$ cat src/rtl/cipher_seq_ctrl_if.sv
// Plaintext input stream and readout output stream of the cipher sequencing controller.
// master = upstream/downstream side, slave = the controller.
interface cipher_seq_ctrl_if;
   logic       in_valid;
   logic [7:0] in_data;
   logic       in_last;
   logic       in_ready;
   logic       mode;
   logic       out_valid;
   logic [7:0] out_data;
   logic       out_last;
   logic       out_ready;

   modport master (
      output in_valid, in_data, in_last, mode, out_ready,
      input  in_ready, out_valid, out_data, out_last
   );

   modport slave (
      input  in_valid, in_data, in_last, mode, out_ready,
      output in_ready, out_valid, out_data, out_last
   );
endinterface

$ cat src/rtl/cipher_seq_ctrl.sv
// Sequencer for the 8-byte chained-XOR cipher core: loads plaintext bytes into the core,
// then walks the byte select to stream the stored message back out and clears the core.
module cipher_seq_ctrl #(
   parameter int DEPTH  = 8,
   parameter int SETTLE = 1,
   localparam int SEL_W = (DEPTH > 1) ? $clog2(DEPTH) : 1,
   localparam int CNT_W = $clog2(DEPTH + 1)
) (
   input  logic             clk,
   input  logic             rst,
   cipher_seq_ctrl_if.slave strm,
   output logic [7:0]       core_data,
   output logic             core_encrypt,
   output logic             core_inc,
   output logic             core_view,
   output logic [SEL_W-1:0] core_sel,
   output logic             core_rst_n,
   input  logic [7:0]       core_rdata,
   output logic             busy,
   output logic [CNT_W-1:0] count,
   output logic             overflow
);

   typedef enum logic [2:0] {
      IDLE     = 3'd0,
      PULSE    = 3'd1,
      GAP      = 3'd2,
      SEL      = 3'd3,
      SETTLE_W = 3'd4,
      EMIT     = 3'd5,
      CLEAR    = 3'd6
   } state_t;

   localparam logic [1:0] SETTLE_LOAD = 2'(SETTLE - 1);

   state_t           state_reg, state_next;
   logic             in_ready_reg, in_ready_next;
   logic             out_valid_reg, out_valid_next;
   logic [7:0]       out_data_reg, out_data_next;
   logic             out_last_reg, out_last_next;
   logic [7:0]       core_data_reg, core_data_next;
   logic             core_encrypt_reg, core_encrypt_next;
   logic             core_inc_reg, core_inc_next;
   logic             core_view_reg, core_view_next;
   logic [SEL_W-1:0] core_sel_reg, core_sel_next;
   logic             core_rst_n_reg, core_rst_n_next;
   logic             busy_reg, busy_next;
   logic [CNT_W-1:0] count_reg, count_next;
   logic             overflow_reg, overflow_next;
   logic             last_q_reg, last_q_next;
   logic             view_q_reg, view_q_next;
   logic [1:0]       settle_cnt_reg, settle_cnt_next;

   always_ff @(posedge clk) begin
      if (rst) begin
         state_reg        <= IDLE;
         in_ready_reg     <= 1'b0;
         out_valid_reg    <= 1'b0;
         out_data_reg     <= 8'h00;
         out_last_reg     <= 1'b0;
         core_data_reg    <= 8'h00;
         core_encrypt_reg <= 1'b0;
         core_inc_reg     <= 1'b0;
         core_view_reg    <= 1'b0;
         core_sel_reg     <= '0;
         core_rst_n_reg   <= 1'b0;
         busy_reg         <= 1'b0;
         count_reg        <= '0;
         overflow_reg     <= 1'b0;
         last_q_reg       <= 1'b0;
         view_q_reg       <= 1'b0;
         settle_cnt_reg   <= 2'd0;
      end else begin
         state_reg        <= state_next;
         in_ready_reg     <= in_ready_next;
         out_valid_reg    <= out_valid_next;
         out_data_reg     <= out_data_next;
         out_last_reg     <= out_last_next;
         core_data_reg    <= core_data_next;
         core_encrypt_reg <= core_encrypt_next;
         core_inc_reg     <= core_inc_next;
         core_view_reg    <= core_view_next;
         core_sel_reg     <= core_sel_next;
         core_rst_n_reg   <= core_rst_n_next;
         busy_reg         <= busy_next;
         count_reg        <= count_next;
         overflow_reg     <= overflow_next;
         last_q_reg       <= last_q_next;
         view_q_reg       <= view_q_next;
         settle_cnt_reg   <= settle_cnt_next;
      end
   end

   // Every output is computed one cycle ahead so that it is registered in the state it belongs to.
   always_comb begin
      state_next        = state_reg;
      in_ready_next     = in_ready_reg;
      out_valid_next    = out_valid_reg;
      out_data_next     = out_data_reg;
      out_last_next     = out_last_reg;
      core_data_next    = core_data_reg;
      core_encrypt_next = core_encrypt_reg;
      core_inc_next     = core_inc_reg;
      core_view_next    = core_view_reg;
      core_sel_next     = core_sel_reg;
      core_rst_n_next   = core_rst_n_reg;
      count_next        = count_reg;
      overflow_next     = overflow_reg;
      last_q_next       = last_q_reg;
      view_q_next       = view_q_reg;
      settle_cnt_next   = settle_cnt_reg;

      case (state_reg)
         IDLE: begin
            in_ready_next   = 1'b1;
            core_rst_n_next = 1'b1;
            if (strm.in_valid && in_ready_reg) begin
               core_data_next    = strm.in_data;
               core_encrypt_next = 1'b1;
               core_inc_next     = 1'b1;
               last_q_next       = strm.in_last;
               if (strm.in_last) begin
                  view_q_next = strm.mode;
               end
               // An empty core means this is the first byte of a new message.
               if (count_reg == '0) begin
                  overflow_next = 1'b0;
               end
               in_ready_next = 1'b0;
               state_next    = PULSE;
            end
         end
         PULSE: begin
            core_inc_next = 1'b0;
            if (count_reg == CNT_W'(DEPTH)) begin
               overflow_next = 1'b1;
            end else begin
               count_next = count_reg + CNT_W'(1);
            end
            state_next = GAP;
         end
         GAP: begin
            if (last_q_reg) begin
               core_encrypt_next = 1'b0;
               core_view_next    = view_q_reg;
               core_sel_next     = SEL_W'(count_reg - CNT_W'(1));
               state_next        = SEL;
            end else begin
               in_ready_next = 1'b1;
               state_next    = IDLE;
            end
         end
         SEL: begin
            settle_cnt_next = SETTLE_LOAD;
            state_next      = SETTLE_W;
         end
         SETTLE_W: begin
            if (settle_cnt_reg == 2'd0) begin
               out_data_next  = core_rdata;
               out_valid_next = 1'b1;
               out_last_next  = (core_sel_reg == '0);
               state_next     = EMIT;
            end else begin
               settle_cnt_next = settle_cnt_reg - 2'd1;
            end
         end
         EMIT: begin
            if (strm.out_ready) begin
               out_valid_next = 1'b0;
               out_last_next  = 1'b0;
               if (core_sel_reg == '0) begin
                  core_rst_n_next = 1'b0;
                  count_next      = '0;
                  state_next      = CLEAR;
               end else begin
                  core_sel_next   = core_sel_reg - SEL_W'(1);
                  settle_cnt_next = SETTLE_LOAD;
                  state_next      = SETTLE_W;
               end
            end
         end
         CLEAR: begin
            core_rst_n_next = 1'b1;
            in_ready_next   = 1'b1;
            state_next      = IDLE;
         end
         default: begin
            state_next = IDLE;
         end
      endcase

      busy_next = (state_next != IDLE);
   end

   assign strm.in_ready  = in_ready_reg;
   assign strm.out_valid = out_valid_reg;
   assign strm.out_data  = out_data_reg;
   assign strm.out_last  = out_last_reg;
   assign core_data      = core_data_reg;
   assign core_encrypt   = core_encrypt_reg;
   assign core_inc       = core_inc_reg;
   assign core_view      = core_view_reg;
   assign core_sel       = core_sel_reg;
   assign core_rst_n     = core_rst_n_reg;
   assign busy           = busy_reg;
   assign count          = count_reg;
   assign overflow       = overflow_reg;

endmodule

$ cat src/flat_wrapper.sv
// flat-port wrapper written by rule: the top's interface ports become plain ports
module cipher_seq_ctrl_flat 
#(
   parameter int DEPTH  = 8,
   parameter int SETTLE = 1,
   localparam int SEL_W = (DEPTH > 1) ? $clog2(DEPTH) : 1,
   localparam int CNT_W = $clog2(DEPTH + 1)
)
  (clk, rst, core_data, core_encrypt, core_inc, core_view, core_sel, core_rst_n, core_rdata, busy, count, overflow, strm_in_valid, strm_in_data, strm_in_last, strm_mode, strm_out_ready, strm_in_ready, strm_out_valid, strm_out_data, strm_out_last);
  cipher_seq_ctrl_if strm_i ();
  input  logic clk;
  input  logic rst;
  output logic [7:0] core_data;
  output logic core_encrypt;
  output logic core_inc;
  output logic core_view;
  output logic [SEL_W-1:0] core_sel;
  output logic core_rst_n;
  input  logic [7:0] core_rdata;
  output logic busy;
  output logic [CNT_W-1:0] count;
  output logic overflow;
  input wire logic [$bits(strm_i.in_valid)-1:0] strm_in_valid;
  input wire logic [$bits(strm_i.in_data)-1:0] strm_in_data;
  input wire logic [$bits(strm_i.in_last)-1:0] strm_in_last;
  input wire logic [$bits(strm_i.mode)-1:0] strm_mode;
  input wire logic [$bits(strm_i.out_ready)-1:0] strm_out_ready;
  output wire logic [$bits(strm_i.in_ready)-1:0] strm_in_ready;
  output wire logic [$bits(strm_i.out_valid)-1:0] strm_out_valid;
  output wire logic [$bits(strm_i.out_data)-1:0] strm_out_data;
  output wire logic [$bits(strm_i.out_last)-1:0] strm_out_last;
  assign strm_i.in_valid = strm_in_valid;
  assign strm_i.in_data = strm_in_data;
  assign strm_i.in_last = strm_in_last;
  assign strm_i.mode = strm_mode;
  assign strm_i.out_ready = strm_out_ready;
  assign strm_in_ready = strm_i.in_ready;
  assign strm_out_valid = strm_i.out_valid;
  assign strm_out_data = strm_i.out_data;
  assign strm_out_last = strm_i.out_last;
  cipher_seq_ctrl #(.DEPTH(DEPTH), .SETTLE(SETTLE)) u_core (.clk(clk), .rst(rst), .strm(strm_i), .core_data(core_data), .core_encrypt(core_encrypt), .core_inc(core_inc), .core_view(core_view), .core_sel(core_sel), .core_rst_n(core_rst_n), .core_rdata(core_rdata), .busy(busy), .count(count), .overflow(overflow));
endmodule
$ cat config.mk
export PLATFORM = sky130hd
export DESIGN_NAME = cipher_seq_ctrl_flat
export DESIGN_NICKNAME = d
export VERILOG_FILES = /design/src/rtl/cipher_seq_ctrl_if.sv /design/src/rtl/cipher_seq_ctrl.sv /design/src/flat_wrapper.sv
export SDC_FILE = /design/constraint.sdc
export NUM_CORES = 1
export LEC_CHECK = 0
export ABC_AREA = 1
export ABC_CLOCK_PERIOD_IN_PS = 2400
export BUFFER_PORTS_ARGS = -buffer_cell sky130_fd_sc_hd__buf_2
export CORE_MARGIN = 3
export CORE_UTILIZATION = 54
export CTS_CLUSTER_DIAMETER = 50
export CTS_CLUSTER_SIZE = 8
export DETAILED_ROUTE_END_ITERATION = 10
export GPL_TIMING_DRIVEN = 0
export PLACE_DENSITY = 0.83
export SLEW_MARGIN = 10
export SYNTH_ARGS = -nofsm -noshare
export SYNTH_HDL_FRONTEND = slang
export SYNTH_SLANG_ARGS = --single-unit
$ cat constraint.sdc
create_clock -name clk -period 2.4 [get_ports clk]
set_clock_uncertainty 0.15 [all_clocks]
set_input_delay 0.24 -clock clk [delete_from_list [all_inputs] [get_ports clk]]
set_output_delay 0.24 -clock clk [all_outputs]
set_load 0.1 [all_outputs]
==> metrics.txt, run 1 <==
Die Wd 63.0 um; Max FO, Critical Path 5; CORE AREA 0.00308 mm^2; Rel. slew slack between 60% and 70%; largest stage delay on the critical path 0.46 ns; Max clock buf depth 2; worst-case vdd ir drop about 0.45 mV; RSZ-0062 raised after global routing no; multiplexer share of the synthesized area 0%; fin crit period 1.62 ns; Cell Chain, Critical Path buf_2; Die Height 63.0 um; Synth Area in Compound Gates 10.8%; pwr dens between 600 and 700 mW/mm^2; Primary FF master, synth dfxtp_1; H-tree levels 2; NumNets Final around 350; # fillers 261; post-synth top area cell dfxtp_1; post-synth cell types 27; ys async rst share 0%; global router's overall resource usage 22.8%; EDFF count, synth 0; worst reg2reg setup slack 0.78 ns; dpl cell area 0.00207 mm^2; Max-Cap Viols 0; routability-driven placement congestion ratio 0.873; Seq pwr share 48.2%; vias after detailed routing around 1800; leak pwr around 1.1 nW; Buf/Inv on CP 1; Critical Path RT 2.01 ns; total gr overflow 0; WP depth 1; combinational share of power 29.6%; Worst-path clk slew 0.11 ns; total CTS buffers 5; clock root buffer master clkbuf_4; Synth Area in Adders 2.85%; Cell Area, Synth about 0.0018 mm^2; Min-Delay Path Class in2reg; Worst-Skew Late Latency ~0.35 ns; Clk pwr share approximately 22%; die footprint 0.00397 mm^2; worst r2r src u_core.count[0]; Synth Instances 244; CTS tree done; Syn Nets 270; drt initial violations 100; Critical Path Source Type register; placed cell count 340; Highest Clock Rate 616 MHz; Seq/Total Area, Yosys 44.5%; global-route wire length before repair 7170 um; Syn. warnings 0; diode count 0; routed wire length 4120 um; Area growth, synth to finish 30.7%; crit path to count[1]; internal power 902 uW; Crit Path Class reg2out; arrival time worst endpoint between 1 and 1.5 ns; initial antenna violation count 0; Tcrit/Tclk final between 60% and 70%; Sink Count 39; Initial Util around 57%; IO buf count 52; outcome finished, final reports clean; Yosys top cell area share 44.5%; CP max-delay cell buf_2; post-layout util 74.6%; # Post-CTS Setup Buffers 0; via count of the first global-routing pass between 1500 and 2000; critical path capture point type primary output; drt via density slightly below 5; Detail Route Antenna Nets 0; Sw Ratio slightly below 40%; TritonRoute pass-1 iters 4; DR WL/cell around 11 um; fin area 0.00229 mm^2; Synth area leaders dfxtp_1 (44%), nand2_1 (19%), a21oi_1 (9.7%), nor2_1 (4.1%), nand3_1 (3.7%); DRC errors left 0; FF-to-FF path depth 8; P_sw 563 uW; Critical R2R Capture u_core.count[1]; main combinational cell family by area after synthesis simple AND/OR/NAND/NOR gates; Synth Area in Simple Gates between 30% and 40%; Setup Viol. Count Final 0; CP top delay family buffers and inverters; row count 20; Slew Limit Fails 0; Final Hold Viols 0; layout cells sized above 1 23.4%; Seq cells post-synth 39; largest net degree at the start of global routing 13; beginning of the critical path u_core.count[1]; post-synthesis xor/xnor area fraction 0.499%; io pins 54; non-filler cells, final ~370; detailed placement HPWL 2890 um; actual slew at the worst max-slew pin 0.512 ns; Mapped Avg Cell Area between 7 and 8 um^2; sum of negative setup slack 0 ns
[worst min path at each step]
| stage | cells past startpoint | slack (ns) | startpoint | end |
|---|---|---|---|---|
| after floorplan | 2 | 0.23 | strm_in_data[7] | u_core.core_data[7] |
| after global placement | 2 | 0.30 | u_core.strm.out_last | u_core.strm.out_last |
| after detailed placement | 2 | 0.30 | u_core.core_data[5] | u_core.core_data[5] |
| after CTS | 3 | 0.01 | strm_in_last | u_core.view_q_reg |
| after global routing | 3 | 0.02 | strm_in_last | u_core.last_q_reg |
| final | 3 | 0.01 | strm_in_last | u_core.view_q_reg |
[Yosys cell counts (2+ instances only)]
cell type and n:
nand2_1 87, dfxtp_1 39, a21oi_1 34, nor2_1 19
inv_1 17, nand3_1 13, ha_1 4, clkbuf_1 3
nand4_1 3, buf_4 2, buf_6 2, inv_2 2
nand2_2 2, nand3_2 2, o21ai_0 2, o21ai_1 2
[stage by stage]
stage / setup WS, ns / total power, mW / hold WS, ns
finish: 0.776 / 1.46 / 0.0116
global route: 0.631 / 1.54 / 0.0202
CTS: 0.769 / 1.47 / 0.0119
detailed placement: 0.803 / 1.13 / 0.302
global placement: 0.824 / 1.13 / 0.297
floorplan: 0.168 / 1.05 / 0.232
[per-layer routing]
layer  wire length [um]  global-route usage, %
met4                 65                   8.54
met2               2040                   39.0
met5                  0                      0
met3                244                   6.47
met1               1770                   26.7
[cell families after synthesis]
group	Yosys count
adder cells (fa/ha/maj)	4
buffers and inverters	30
XOR/XNOR	1
flip-flops	39
AO/OA/AOI/OAI	38
AND/OR/NAND/NOR	132
[power by group through the flow]
stage	clock (mW)	sequential (mW)	combinational [mW]
4_1_cts	0.335	0.705	0.433
6_report	0.327	0.705	0.433
2_1_floorplan	0	0.923	0.130
5_1_grt	0.363	0.710	0.466
3_3_place_gp	0	0.719	0.407
3_5_place_dp	0	0.719	0.411
[layout by cell type, fill, tap and decap left out]
cell / count
nand2_1: 87
buf_2: 52
dfxtp_1: 39
a21oi_1: 34
nor2_1: 19
inv_1: 17
dlygate4sd3_1: 17
nand3_1: 13
clkbuf_4: 5
clkbuf_1: 4
ha_1: 4
nand4_1: 3
buf_6: 2
o21ai_1: 2
o21ai_0: 2
buf_4: 2
nand3_2: 2
inv_2: 2
nand2_2: 2
nand3_4: 1
nand4_2: 1
clkdlybuf4s18_2: 1
inv_4: 1
nor2_2: 1
clkinv_1: 1
xnor2_1: 1
nand2_4: 1
dlymetal6s2s_1: 1
nor3_1: 1
nor4_1: 1
clkinv_2: 1
clkinvlp_4: 1
[cell type report]
| type | count | area, um^2 | area share, % |
|---|---|---|---|
| buffer | 9 | 71.3 | 3.11 |
| clock buffer | 6 | 41.3 | 1.80 |
| clock inverter | 2 | 12.5 | 0.545 |
| inverter | 21 | 81.3 | 3.54 |
| multi-input combinational | 175 | 822 | 35.8 |
| sequential | 39 | 781 | 34.0 |
| tap | 44 | 55.1 | 2.40 |
| timing repair buffer | 69 | 430 | 18.8 |
[timing repair]
| action | 4_1_cts | 5_1_grt |
|---|---|---|
| hold buffers | 17 | 0 |
| gates resized for setup | 0 | 0 |
| hold endpoints to repair | 17 | 0 |
(Power assumes the default switching activity.)
==> run 2, diff against run 1 <==
--- a/config.mk
+++ b/config.mk
@@ -5,16 +5,16 @@
 export SDC_FILE = /design/constraint.sdc
 export NUM_CORES = 1
 export LEC_CHECK = 0
-export ABC_AREA = 1
-export ABC_CLOCK_PERIOD_IN_PS = 2400
+export ABC_AREA = 0
+export ABC_CLOCK_PERIOD_IN_PS = 1600
 export BUFFER_PORTS_ARGS = -buffer_cell sky130_fd_sc_hd__buf_2
 export CORE_MARGIN = 3
-export CORE_UTILIZATION = 54
+export CORE_UTILIZATION = 50
 export CTS_CLUSTER_DIAMETER = 50
 export CTS_CLUSTER_SIZE = 8
 export DETAILED_ROUTE_END_ITERATION = 10
 export GPL_TIMING_DRIVEN = 0
-export PLACE_DENSITY = 0.83
+export PLACE_DENSITY = 0.79
 export SLEW_MARGIN = 10
 export SYNTH_ARGS = -nofsm -noshare
 export SYNTH_HDL_FRONTEND = slang
==> constraint.sdc (replaced) <==
create_clock -name clk -period 1.6 [get_ports clk]
set_clock_uncertainty 0.15 [all_clocks]
set_input_delay 0.16 -clock clk [delete_from_list [all_inputs] [get_ports clk]]
set_output_delay 0.16 -clock clk [all_outputs]
set_load 0.1 [all_outputs]
==> metrics.txt, run 2 <==
fin area 0.00269 mm^2; Critical Path RT 1.75 ns; layout cells sized above 1 43.6%; row count 20; IO buf count 52; largest net degree at the start of global routing 13; Seq/Total Area, Yosys 45.9%; outcome finished with violations; global router's overall resource usage around a quarter; Critical Path Source Type register; worst r2r src u_core.core_sel[2]; Syn Nets 226; Yosys top cell area share between 40% and 50%; Syn. warnings 0; dpl cell area 0.00209 mm^2; drt via density 5.50; fin crit period 1.90 ns; diode count 0; worst reg2reg setup slack -0.30 ns; Detail Route Antenna Nets 0; post-synth top area cell dfxtp_1; Critical R2R Capture u_core.count[1]; Hold Path Depth 4; non-filler cells, final between 300 and 400; arrival time worst endpoint around 2 ns; routed wire length 5620 um; Min-Delay Path Class in2reg; Initial Util between 50% and 60%; Primary FF master, synth dfxtp_1; die footprint 0.00413 mm^2; commonest cells in the netlist nand2_1 (42), dfxtp_1 (39), a21oi_1 (28); CORE AREA 0.00315 mm^2; Crit Path Class reg2reg; total power 2.22 mW; Mapped Avg Cell Area 8.50 um^2; total CTS buffers 5; Tcrit/Tclk final 119%; FF/Latch Area 815 um^2; leak pwr approximately 1.2 nW; DR WL/cell 16.4 um; Max FO, Critical Path 4; Worst-path clk slew roughly 0.12 ns; Max clock buf depth 2; Rel. slew slack 60.7%; NumNets Final 323; pwr dens 827 mW/mm^2; placed cell count 296; ys async rst share 0%; Setup Viol. Count Final 8; # fillers 180; commonest non-fill, non-tap cell in the layout buf_2; Max-Cap Viols 0; worst-case vdd ir drop approximately 0.61 mV; EDFF count, synth 0; Highest Clock Rate 526 MHz; io pins 54; Sink Count 39; top-count cell post-synth nand2_1; vias after detailed routing 1881; Worst Hold Path EP u_core.strm.out_valid; Worst-Skew Late Latency 0.36 ns; Area growth, synth to finish 58.1%; RSZ-0062 raised after global routing yes; clock root buffer master clkbuf_4; post-synth cell types 42; hold_sp strm_out_ready; TritonRoute pass-1 iters 4; drt initial violations 120; detailed placement HPWL 3030 um; Synth area leaders dfxtp_1 (46%), nand2_1 (9.3%), a21oi_1 (8.2%), mux2i_1 (4.7%), nor2_1 (3.1%); routability-driven placement congestion ratio between 0.8 and 0.9; beginning of the critical path u_core.core_sel[2]; H-tree levels 2; Cell Area, Synth 0.00170 mm^2; FF-to-FF path depth 4; global-route wire length before repair 8380 um; Die Height 64.3 um; Final Hold Viols 0; actual slew at the worst max-slew pin 0.589 ns; CTS tree done; Synth Instances 200; sum of negative setup slack -1.93 ns; Seq cells post-synth 39; final setup margin -0.300 ns; initial antenna violation count 0; via count of the first global-routing pass between 1500 and 2000; total gr overflow 0; hold_ws between 0.04 and 0.05 ns; Slew Limit Fails 0; multi-input logic area 0.00102 mm^2; Die Wd 64.3 um; leading cell types in the layout, fill and taps excluded buf_2 (50), nand2_1 (42), a21oi_1 (26), dfxtp_1 (26), buf_4 (20); DRC errors left 0; critical path capture point type register; failing checks setup timing
## run 2: cell types whose count changed after synthesis, moves of 6 or more
cell / change
a21oi_1: -6
inv_1: -12
mux2i_1: +8
nand2_1: -45
nand3_1: -11
## run 2: cell families (layout without fill, tap and decap cells)
family          count (synthesis)  in the layout  synth area share [%]
fa+ha+maj                       4              4                  2.95
flops                          39             39                  45.9
compound gates                 45             45                  15.8
mux                             9              9                  5.38
simple gates                   87             87                  26.0
buf+inv                        16            114                  3.98
## run 2: worst max-delay path, stage by stage, from the launching register on
cell and delay (ns):
dfxtp_4 0.36, or4b_4 0.56, a211oi_4 0.31, mux2_4 0.35, nor2_4 0.11
## run 2: timing repair
action | CTS | global route
gates resized for setup | 22 | 27
cloned | 1 | 0
pin swaps | 12 | 13
buffers inserted | 15 | 7
endpoints found under the setup margin | 33 | 23
endpoints found under the hold margin | 18 | 0
hold buffers | 18 | 0
## run 2: cell type report
cell class / count / area share, %
Clock buffer: 6 / 1.91
Timing Repair Buffer: 93 / 23.3
Multi-Input combinational cell: 145 / 38.1
Sequential cell: 39 / 30.3
Clock inverter: 2 / 1.30
Buffer: 8 / 2.38
Tap cell: 44 / 2.05
Inverter: 5 / 0.699
## run 2: how the worst max path moves through the flow
| stage | cells after the start | slack (ns) | end |
|---|---|---|---|
| after floorplan | 4 | -0.33 | u_core.count[1] |
| after global placement | 5 | -0.28 | u_core.busy |
| after detailed placement | 4 | -0.33 | u_core.count[1] |
| after CTS | 5 | -0.29 | u_core.count[0] |
| after global routing | 5 | -0.34 | u_core.count[0] |
| final | 4 | -0.30 | u_core.count[1] |
## run 2: power breakdown
part	switching, mW	internal, mW	total [mW]
Sequential	0.0231	0.997	1.02
Combinational	0.340	0.158	0.498
Clock	0.335	0.369	0.704
Total	0.698	1.52	2.22
## run 2: stage by stage
step | setup slack (ns) | utilization [%]
6_report | -0.300 | 85.2
3_5_place_dp | -0.332 | 66.4
5_1_grt | -0.340 | 85.2
4_1_cts | -0.291 | 80.5
3_3_place_gp | -0.279 | 66.4
2_1_floorplan | -0.330 | -
## run 2: routing by layer
layer | global-route usage [%] | share of wire, %
met1 | 30.0 | 39
met3 | 5.98 | 5.4
met5 | 0 | 0
met2 | 45.4 | 53
met4 | 14.5 | 2.5
